`config.mk`:
```
export PLATFORM = sky130hd
export DESIGN_NAME = dram_window_streamer
export DESIGN_NICKNAME = d
export VERILOG_FILES = /design/src/rtl/dram_window_streamer.sv
export SDC_FILE = /design/constraint.sdc
export NUM_CORES = 1
export LEC_CHECK = 0
export ABC_AREA = 1
export CELL_PAD_IN_SITES_DETAIL_PLACEMENT = 1
export CELL_PAD_IN_SITES_GLOBAL_PLACEMENT = 2
export CORE_MARGIN = 2
export CORE_UTILIZATION = 37
export DETAILED_ROUTE_END_ITERATION = 10
export PLACE_DENSITY = 0.85
export SLEW_MARGIN = 20
export SYNTH_ARGS = -nofsm -noshare
export SYNTH_HDL_FRONTEND = slang
export SYNTH_SLANG_ARGS = --single-unit
```
`constraint.sdc`:
```
create_clock -name clk -period 9.9 [get_ports clk]
set_clock_uncertainty 0.15 [all_clocks]
set_input_delay 2.97 -clock clk [delete_from_list [all_inputs] [get_ports clk]]
set_output_delay 2.97 -clock clk [all_outputs]
set_load 0.005 [all_outputs]
```
`src/rtl/dram_window_streamer.sv`:
```
// Scans a rectangular window of data RAM row by row and streams each pixel
// on a valid/ready byte interface tagged with end-of-row / end-of-frame markers.
module dram_window_streamer #(
    parameter int ADDR_W = 19,
    parameter int DATA_W = 8,
    parameter int BASE   = 269,
    parameter int COLS   = 129,
    parameter int ROWS   = 128,
    parameter int STRIDE = 258
) (
    input  logic              clk,
    input  logic              power_ON,
    input  logic              processor_status,
    output logic [ADDR_W-1:0] dRamAddr,
    input  logic [DATA_W-1:0] dRamOut,
    output logic [DATA_W-1:0] out_data,
    output logic              out_valid,
    input  logic              out_ready,
    output logic              out_eol,
    output logic              out_last,
    output logic              busy,
    output logic              done
);
    localparam int COL_W = $clog2(COLS + 1);
    localparam int ROW_W = $clog2(ROWS + 1);
    localparam int E_W   = DATA_W + 2;

    typedef enum logic [1:0] {IDLE, RUN, DRAIN, DONE} state_e;

    state_e            state_q;
    logic              status_q;
    logic              busy_q, done_q;
    logic [ROW_W-1:0]  row_q;
    logic [COL_W-1:0]  col_q;
    logic [ADDR_W-1:0] row_base_q, addr_q;
    logic              infl_q, infl_eol_q, infl_last_q;
    logic [1:0]        cnt_q;
    logic [E_W-1:0]    ent0_q, ent1_q;

    logic              start, pop, issue, col_end, row_end;
    logic [E_W-1:0]    in_ent;

    always_comb begin
        start   = processor_status & ~status_q;
        pop     = (cnt_q != 2'd0) & out_ready;
        col_end = (col_q == COL_W'(COLS - 1));
        row_end = (row_q == ROW_W'(ROWS - 1));
        // Only issue if the read still has a FIFO slot when it lands next cycle.
        issue   = (state_q == RUN) &&
                  (({1'b0, cnt_q} - {2'b00, pop} + {2'b00, infl_q}) < 3'd2);
        in_ent  = {infl_eol_q, infl_last_q, dRamOut};
    end

    always_ff @(posedge clk) begin
        if (power_ON) begin
            state_q  <= IDLE;
            status_q <= 1'b0;
            busy_q   <= 1'b0;
            done_q   <= 1'b0;
            addr_q   <= '0;
            infl_q   <= 1'b0;
        end else begin
            status_q <= processor_status;
            infl_q   <= issue;
            case (state_q)
                IDLE: begin
                    if (start) begin
                        state_q    <= RUN;
                        busy_q     <= 1'b1;
                        row_q      <= '0;
                        col_q      <= '0;
                        row_base_q <= ADDR_W'(BASE);
                    end
                end
                RUN: begin
                    if (issue) begin
                        addr_q      <= row_base_q + ADDR_W'(col_q);
                        infl_eol_q  <= col_end;
                        infl_last_q <= col_end & row_end;
                        if (col_end) begin
                            col_q      <= '0;
                            row_q      <= row_q + ROW_W'(1);
                            row_base_q <= row_base_q + ADDR_W'(STRIDE);
                            if (row_end) state_q <= DRAIN;
                        end else begin
                            col_q <= col_q + COL_W'(1);
                        end
                    end
                end
                DRAIN: begin
                    if (pop && ent0_q[DATA_W]) begin
                        state_q <= DONE;
                        busy_q  <= 1'b0;
                        done_q  <= 1'b1;
                    end
                end
                DONE: begin
                    if (!processor_status) begin
                        state_q <= IDLE;
                        done_q  <= 1'b0;
                    end
                end
                default: state_q <= IDLE;
            endcase
        end
    end

    // Two-entry output FIFO; ent0_q is the head and drives the outputs directly.
    always_ff @(posedge clk) begin
        if (power_ON) begin
            cnt_q  <= 2'd0;
            ent0_q <= '0;
        end else begin
            case ({infl_q, pop})
                2'b10: begin
                    if (cnt_q == 2'd0) ent0_q <= in_ent;
                    else               ent1_q <= in_ent;
                    cnt_q <= cnt_q + 2'd1;
                end
                2'b01: begin
                    ent0_q <= ent1_q;
                    cnt_q  <= cnt_q - 2'd1;
                end
                2'b11: begin
                    if (cnt_q == 2'd1) begin
                        ent0_q <= in_ent;
                    end else begin
                        ent0_q <= ent1_q;
                        ent1_q <= in_ent;
                    end
                end
                default: ;
            endcase
        end
    end

    assign dRamAddr  = addr_q;
    assign out_data  = ent0_q[DATA_W-1:0];
    assign out_last  = ent0_q[DATA_W];
    assign out_eol   = ent0_q[DATA_W+1];
    assign out_valid = (cnt_q != 2'd0);
    assign busy      = busy_q;
    assign done      = done_q;

endmodule

```
==> results of run 1 <==
[area by class of cell]
type                            instances  area (µm²)  area share
Multi-Input combinational cell        397        2172      0.3892
Tap cell                              172       215.2     0.03856
Clock buffer                            9       225.2     0.04036
Timing Repair Buffer                   47       460.4     0.08251
Clock inverter                          6       62.56     0.01121
Sequential cell                        83        2122      0.3803
Inverter                               85       322.8     0.05785
[placed cells by master (no fill, tap or decap), drive strengths merged, types with 6 or more instances in the layout]
master         count
clkdlybuf4s50     43
nor2              70
clkbuf             9
nand2            131
o21ai             46
a31oi             12
dfxtp             37
edfxtp            46
nand3             49
xor2               6
nand4              9
ha                19
inv               86
a21oi             34
[worst min path at each step]
stage                           start   endpoint
after floorplan           infl_last_q  ent1_q[8]
after global placement           busy       busy
after detailed placement   infl_eol_q  ent1_q[9]
after CTS                  infl_eol_q  ent1_q[9]
after global routing      infl_last_q  ent1_q[8]
final                            busy       busy
[state kept, by name, summed over array words and instances (netlist names), 2 cells and up]
register,cells
col_q,8
cnt_q,2
state_q,2
ent1_q,10
dRamAddr,19
row_base_q,18
ent0_q,10
row_q,8
[metrics by stage]
| step | instances | total power (µW) | instance area, µm² | setup slack (ps) | util |
|---|---|---|---|---|---|
| after floorplan | 579 | 1084 | 4679 | 2719 | - |
| after global placement | 784 | 1334 | 5284 | 3884 | 0.4239 |
| after detailed placement | 784 | 1369 | 5288 | 3747 | 0.4242 |
| after CTS | 799 | 1715 | 5575 | 4108 | 0.4473 |
| after global routing | 799 | 1840 | 5580 | 4219 | 0.4477 |
| final | 799 | 1693 | 5580 | 4448 | 0.4477 |
[routing by layer]
layer / vias to the layer above / share of wire / track usage
met5: - / 0 / 0
met2: 56 / 0.45 / 0.2884
met4: 0 / 0.010 / 0.05556
met1: 1880 / 0.50 / 0.2644
li1: 1995 / - / -
met3: 7 / 0.045 / 0.03840
[cell usage after synthesis (3+ instances only)]
master    count  area share
clkbuf_1      5      0.0040
o21ai_1       5      0.0053
edfxtp_1     46        0.30
nand2_1     118       0.095
a21oi_1      33       0.035
nand3_1      41       0.044
o21ai_0      41       0.044
nand2_2      11       0.015
dfxtp_1      37        0.16
nor3_1        4      0.0043
a31oi_1      12       0.016
inv_1        80       0.064
nor2_1       56       0.045
nand4_1       9       0.012
buf_2         5      0.0053
nand3_2       7       0.015
nor2_2        9       0.012
ha_1         19       0.051
xor2_1        6       0.011
buf_4         3      0.0048
nor2_4        5       0.012
[power by group through the flow]
stage	Sequential [µW]	Clock, µW	Combinational [µW]
after floorplan	576	0	508
after global placement	590	0	744
after detailed placement	594	0	774
after CTS	588	349	779
after global routing	600	361	879
final	586	340	767
[kinds of logic (layout without fill, tap and decap cells)]
family / after synthesis / in the layout / synth area share
AND/OR/NAND/NOR: 268 / 268 / 0.2690
AO/OA/AOI/OAI: 100 / 100 / 0.1176
buffers and inverters: 99 / 147 / 0.08556
flip-flops: 83 / 83 / 0.4535
adder cells (fa/ha/maj): 21 / 21 / 0.05936
XOR/XNOR: 8 / 8 / 0.01497
[tightest hold or removal path, stage by stage, from the launching register on]
cell and delay (ps):
dfxtp_1 310, inv_1 50, a21oi_1 50
==> summary.md, run 1 <==
| Metric | Value |
|---|---|
| Outcome | `finished, final reports clean` |
| Max Slew Vio Count | `0` |
| Max stage delay cell, worst path | `clkdlybuf4s50_1` |
| Vias per cell | `4.929` |
| Crit-path cells | `clkdlybuf4s50_1 > nand2_4 > nor2_1 > o21ai_0 > fa_1 > nand3_1 > nand2_1 > inv_1 > nor4_2 > buf_4` |
| Reg2reg setup slack | `6760 ps` |
| Total I/O pin count | `44` |
| Gr usage total | `0.1866` |
| Post-layout min period | `5452 ps` |
| Total CTS buffers | `9` |
| Prevailing post-synth register cell | `edfxtp_1` |
| # hold bufs at CTS | `0` |
| Combinational Power Share | `0.453` |
| Die Y | `116.5 µm` |
| Total net switching power | `695.1 µW` |
| Normalized max-slew margin | `0.3553` |
| Reg2Reg Depth | `12` |
| Port Buffer Count | `43` |
| Clock Pin Slew Worst Setup and Hold Paths | `60 ps` |
| Hold Vio Cnt, Final | `0` |
| Peak VDD IR | `0.08398 mV` |
| Final hold slack | `299.1 ps` |
| Final worst path period share | `0.5507` |
| Grt ovf | `0` |
| Worst Path Buf+Inv | `3` |
| Clk Latency, worst-skew pair | `350 ps` |
| Seq pwr share | `0.346` |
| Final WL | `11.92 mm` |
| Type of the worst setup path | `input pin to flop` |
| Final setup TNS | `0 ps` |
| F_max | `183.4 MHz` |
| Largest net degree at the start of global routing | `40` |
| Asr flop ratio synth | `0` |
| Setup Fix Bufs, Post-CTS | `0` |
| H-tree depth | `3` |
| Largest delay share family, worst path | `buffers and inverters` |
| Sink Count | `83` |
| Endpoint class of the critical path | `flop` |
| Sequential share of the synthesized area | `0.4535` |
| Max incr delay on CP | `510 ps` |
| Initial Utilization | `0.3754` |
| Post-synth EDFFs | `46` |
| Hold WC Path Type | `flop to flop` |
| CTS tree | `yes` |
| DRC Markers | `0` |
| Int Power | `997.5 µW` |
| RSZ-0062 raised after global routing | `false` |
| Area delta synth->final | `19.25%` |
| CP arrival | `5320 ps` |
| Global-route wire length before repair | `19.35 mm` |
| Pleak | `0.002379 µW` |
| Hold Path Stages | `2` |
| Vias | `3938` |
| Crit-path max FO | `26` |
| P per Cell Area | `303.3 nW/µm²` |
| Mapped Avg Cell Area | `8.082 µm²` |
| Yosys warning count | `0` |
| DRT iter0 DRCs | `186` |
| Hpwl dp | `9.002 mm` |
| Reg-to-Reg Start | `cnt_q[0]` |
| # setup viols final | `0` |
| Post-synthesis cell count | `579` |
| WL/cell | `14.92 µm` |
| Initial antenna violation count | `0` |
| Syn_nets | `612` |
| Final ANT Viol Nets | `0` |
| Die Footprint | `13560 µm²` |
| CTS max path bufs | `2` |
| Worst slew pin tran | `967.1 ps` |
| Seq cells post-synth | `83` |
| Clock root buffer | `clkbuf_16` |
| Diode count | `0` |
| Vias in the first global route | `3847` |
| Sw frac | `0.4107` |
| Core box area | `12470 µm²` |
| Crit path to | `row_base_q[18]` |
| RR Endpoint | `row_base_q[18]` |
| Final net count | `656` |
| Row Count | `41` |
| Die Wd | `116.5 µm` |
| Post-CTS Resized | `0` |
| Crit start category | `input pin` |
| CP Launch Point | `out_ready` |
| Layout cells sized above 1 | `0.1005` |
| DRT Pass-1 Iters | `4` |
| Clock power frac | `0.201` |
| Max-Cap Viols | `0` |
| Stages on worst setup path | `10` |
| Post-synthesis instance area | `4679 µm²` |
| Number of fill cells in the layout | `1542` |
| Gpl congestion | `0.8361` |
| Netlist cell types | `43` |
| CP required | `9760 ps` |
Note: power is estimated with default switching activity, not from simulation.
==> inputs of run 2 (changes only) <==
--- a/config.mk
+++ b/config.mk
@@ -9,9 +9,9 @@
 export CELL_PAD_IN_SITES_DETAIL_PLACEMENT = 1
 export CELL_PAD_IN_SITES_GLOBAL_PLACEMENT = 2
 export CORE_MARGIN = 2
-export CORE_UTILIZATION = 37
+export CORE_UTILIZATION = 34
 export DETAILED_ROUTE_END_ITERATION = 10
-export PLACE_DENSITY = 0.85
+export PLACE_DENSITY = 0.79
 export SLEW_MARGIN = 20
 export SYNTH_ARGS = -nofsm -noshare
 export SYNTH_HDL_FRONTEND = slang
==> constraint.sdc (replaced) <==
create_clock -name clk -period 5.3 [get_ports clk]
set_clock_uncertainty 0.15 [all_clocks]
set_input_delay 1.59 -clock clk [delete_from_list [all_inputs] [get_ports clk]]
set_output_delay 1.59 -clock clk [all_outputs]
set_load 0.005 [all_outputs]
==> summary.md, run 2 (same netlist as run 1, synthesis figures left out) <==
| Metric | Value |
|---|---|
| Final net count | `656` |
| Tot Pwr | `3215 µW` |
| Initial antenna violation count | `0` |
| RR Endpoint | `row_base_q[8]` |
| Clock Pin Slew Worst Setup and Hold Paths | `70 ps` |
| Worst slew pin tran | `965.5 ps` |
| Peak VDD IR | `0.1949 mV` |
| F_max | `243.7 MHz` |
| Post-CTS Resized | `0` |
| Setup Fix Bufs, Post-CTS | `0` |
| DRC Markers | `0` |
| Vias in the first global route | `4116` |
| Hold WC Path Type | `flop to flop` |
| H-tree depth | `3` |
| Most frequent cells in the layout | `nand2_1, inv_1, nor2_1` |
| Largest delay share family, worst path | `buffers and inverters` |
| Gpl congestion | `0.8329` |
| Clock root buffer | `clkbuf_16` |
| Diode count | `0` |
| DRT Pass-1 Iters | `4` |
| Finished Layout Cells | `804` |
| P per Cell Area | `573.5 nW/µm²` |
| RSZ-0062 raised after global routing | `false` |
| Hold EP | `busy` |
| Initial Utilization | `0.3506` |
| Max stage delay cell, worst path | `clkdlybuf4s50_1` |
| Global-route wire length before repair | `20.80 mm` |
| Die Footprint | `14720 µm²` |
| Max Slew Vio Count | `0` |
| Vias | `3946` |
| Crit-path max FO | `26` |
| Pleak | `0.002384 µW` |
| Reg2reg setup slack | `2160 ps` |
| Final WL | `12.46 mm` |
| Sink Count | `83` |
| Gr usage total | `0.1829` |
| Placed cells | `788` |
| Outcome | `finished, final reports clean` |
| Normalized max-slew margin | `0.3563` |
| Final ANT Viol Nets | `0` |
| WL/cell | `15.49 µm` |
| Max reg flops | `19` |
| Hpwl dp | `9.247 mm` |
| Clk Latency, worst-skew pair | `350 ps` |
| Die Wd | `121.3 µm` |
| Final hold slack | `302.8 ps` |
| Most common cell after layout, fill and taps aside | `nand2_1` |
| Post-layout min period | `4104 ps` |
| Reg-to-Reg Start | `cnt_q[0]` |
| Layout cells sized above 1 | `0.1003` |
| Grt ovf | `0` |
| CTS tree | `yes` |
| Hold Path Stages | `2` |
| CP required | `5160 ps` |
| HP Start | `busy` |
| Worst Path Buf+Inv | `3` |
| Crit start category | `input pin` |
| Max incr delay on CP | `540 ps` |
| Area delta synth->final | `19.81%` |
| Endpoint class of the critical path | `flop` |
| CTS max path bufs | `2` |
| # setup viols final | `0` |
| Final Util | `0.4200` |
| CP arrival | `3960 ps` |
| DRT iter0 DRCs | `203` |
| Final worst path period share | `0.7742` |
| Total I/O pin count | `44` |
| Core box area | `13350 µm²` |
| Vias per cell | `4.908` |
| Row Count | `42` |
| Final setup TNS | `0 ps` |
| Largest net degree at the start of global routing | `35` |
| Type of the worst setup path | `input pin to flop` |
| Hold Vio Cnt, Final | `0` |
| # hold bufs at CTS | `0` |
| Crit-path cells | `clkdlybuf4s50_1 > nand2_4 > nor2_1 > o21ai_0 > fa_1 > nand3_1 > nand2_1 > inv_1 > nor4_4 > buf_4` |
| Reg2Reg Depth | `12` |
| Port Buffer Count | `43` |
| Die Y | `121.3 µm` |
| Total CTS buffers | `9` |
| Max-Cap Viols | `0` |
[run 2: layout make-up]
cell class,count,area (µm²)
clock inverters,7,80.08
flip-flops and latches,83,2122
inverters,85,322.8
clock buffers,9,225.2
repair buffers,47,460.4
well taps,176,220.2
multi-input cells,397,2176
fillers,1627,7741
[run 2: power by group]
group	internal (µW)	switching (µW)	total (µW)	leakage (µW)
Combinational	569	892	1460	0.00150
Sequential	935	157	1090	0.000731
Clock	373	288	662	0.000152
[run 2: worst max path at each step]
stage,start,depth (start not counted),endpoint
after global routing,out_ready,10,row_base_q[8]
after floorplan,out_ready,8,row_base_q[10]
after global placement,out_ready,10,row_q[0]
after detailed placement,out_ready,10,row_base_q[16]
final,out_ready,10,row_base_q[8]
after CTS,out_ready,10,row_q[5]
[run 2: routing by layer]
| metal | routed length [µm] | share of wire | GRT usage | vias to the layer above |
|---|---|---|---|---|
| li1 | - | - | - | 1990 |
| met1 | 6065 | 0.49 | 0.2519 | 1891 |
| met2 | 5640 | 0.45 | 0.2869 | 53 |
| met3 | 520 | 0.042 | 0.02679 | 12 |
| met4 | 230 | 0.018 | 0.07615 | 0 |
| met5 | 0 | 0 | 0 | - |
[run 2: worst min-delay path, stage by stage, from the launching register on]
cell	delay [ps]
dfxtp_1	320
inv_1	50
a21oi_1	50
[run 2: metrics by stage]
| step | instance area, µm² | setup WS [ps] |
|---|---|---|
| after global placement | 5298 | 871.1 |
| after global routing | 5607 | 1022 |
| after CTS | 5607 | 1159 |
| final | 5607 | 1196 |
| after floorplan | 4686 | 560.9 |
| after detailed placement | 5301 | 818.2 |
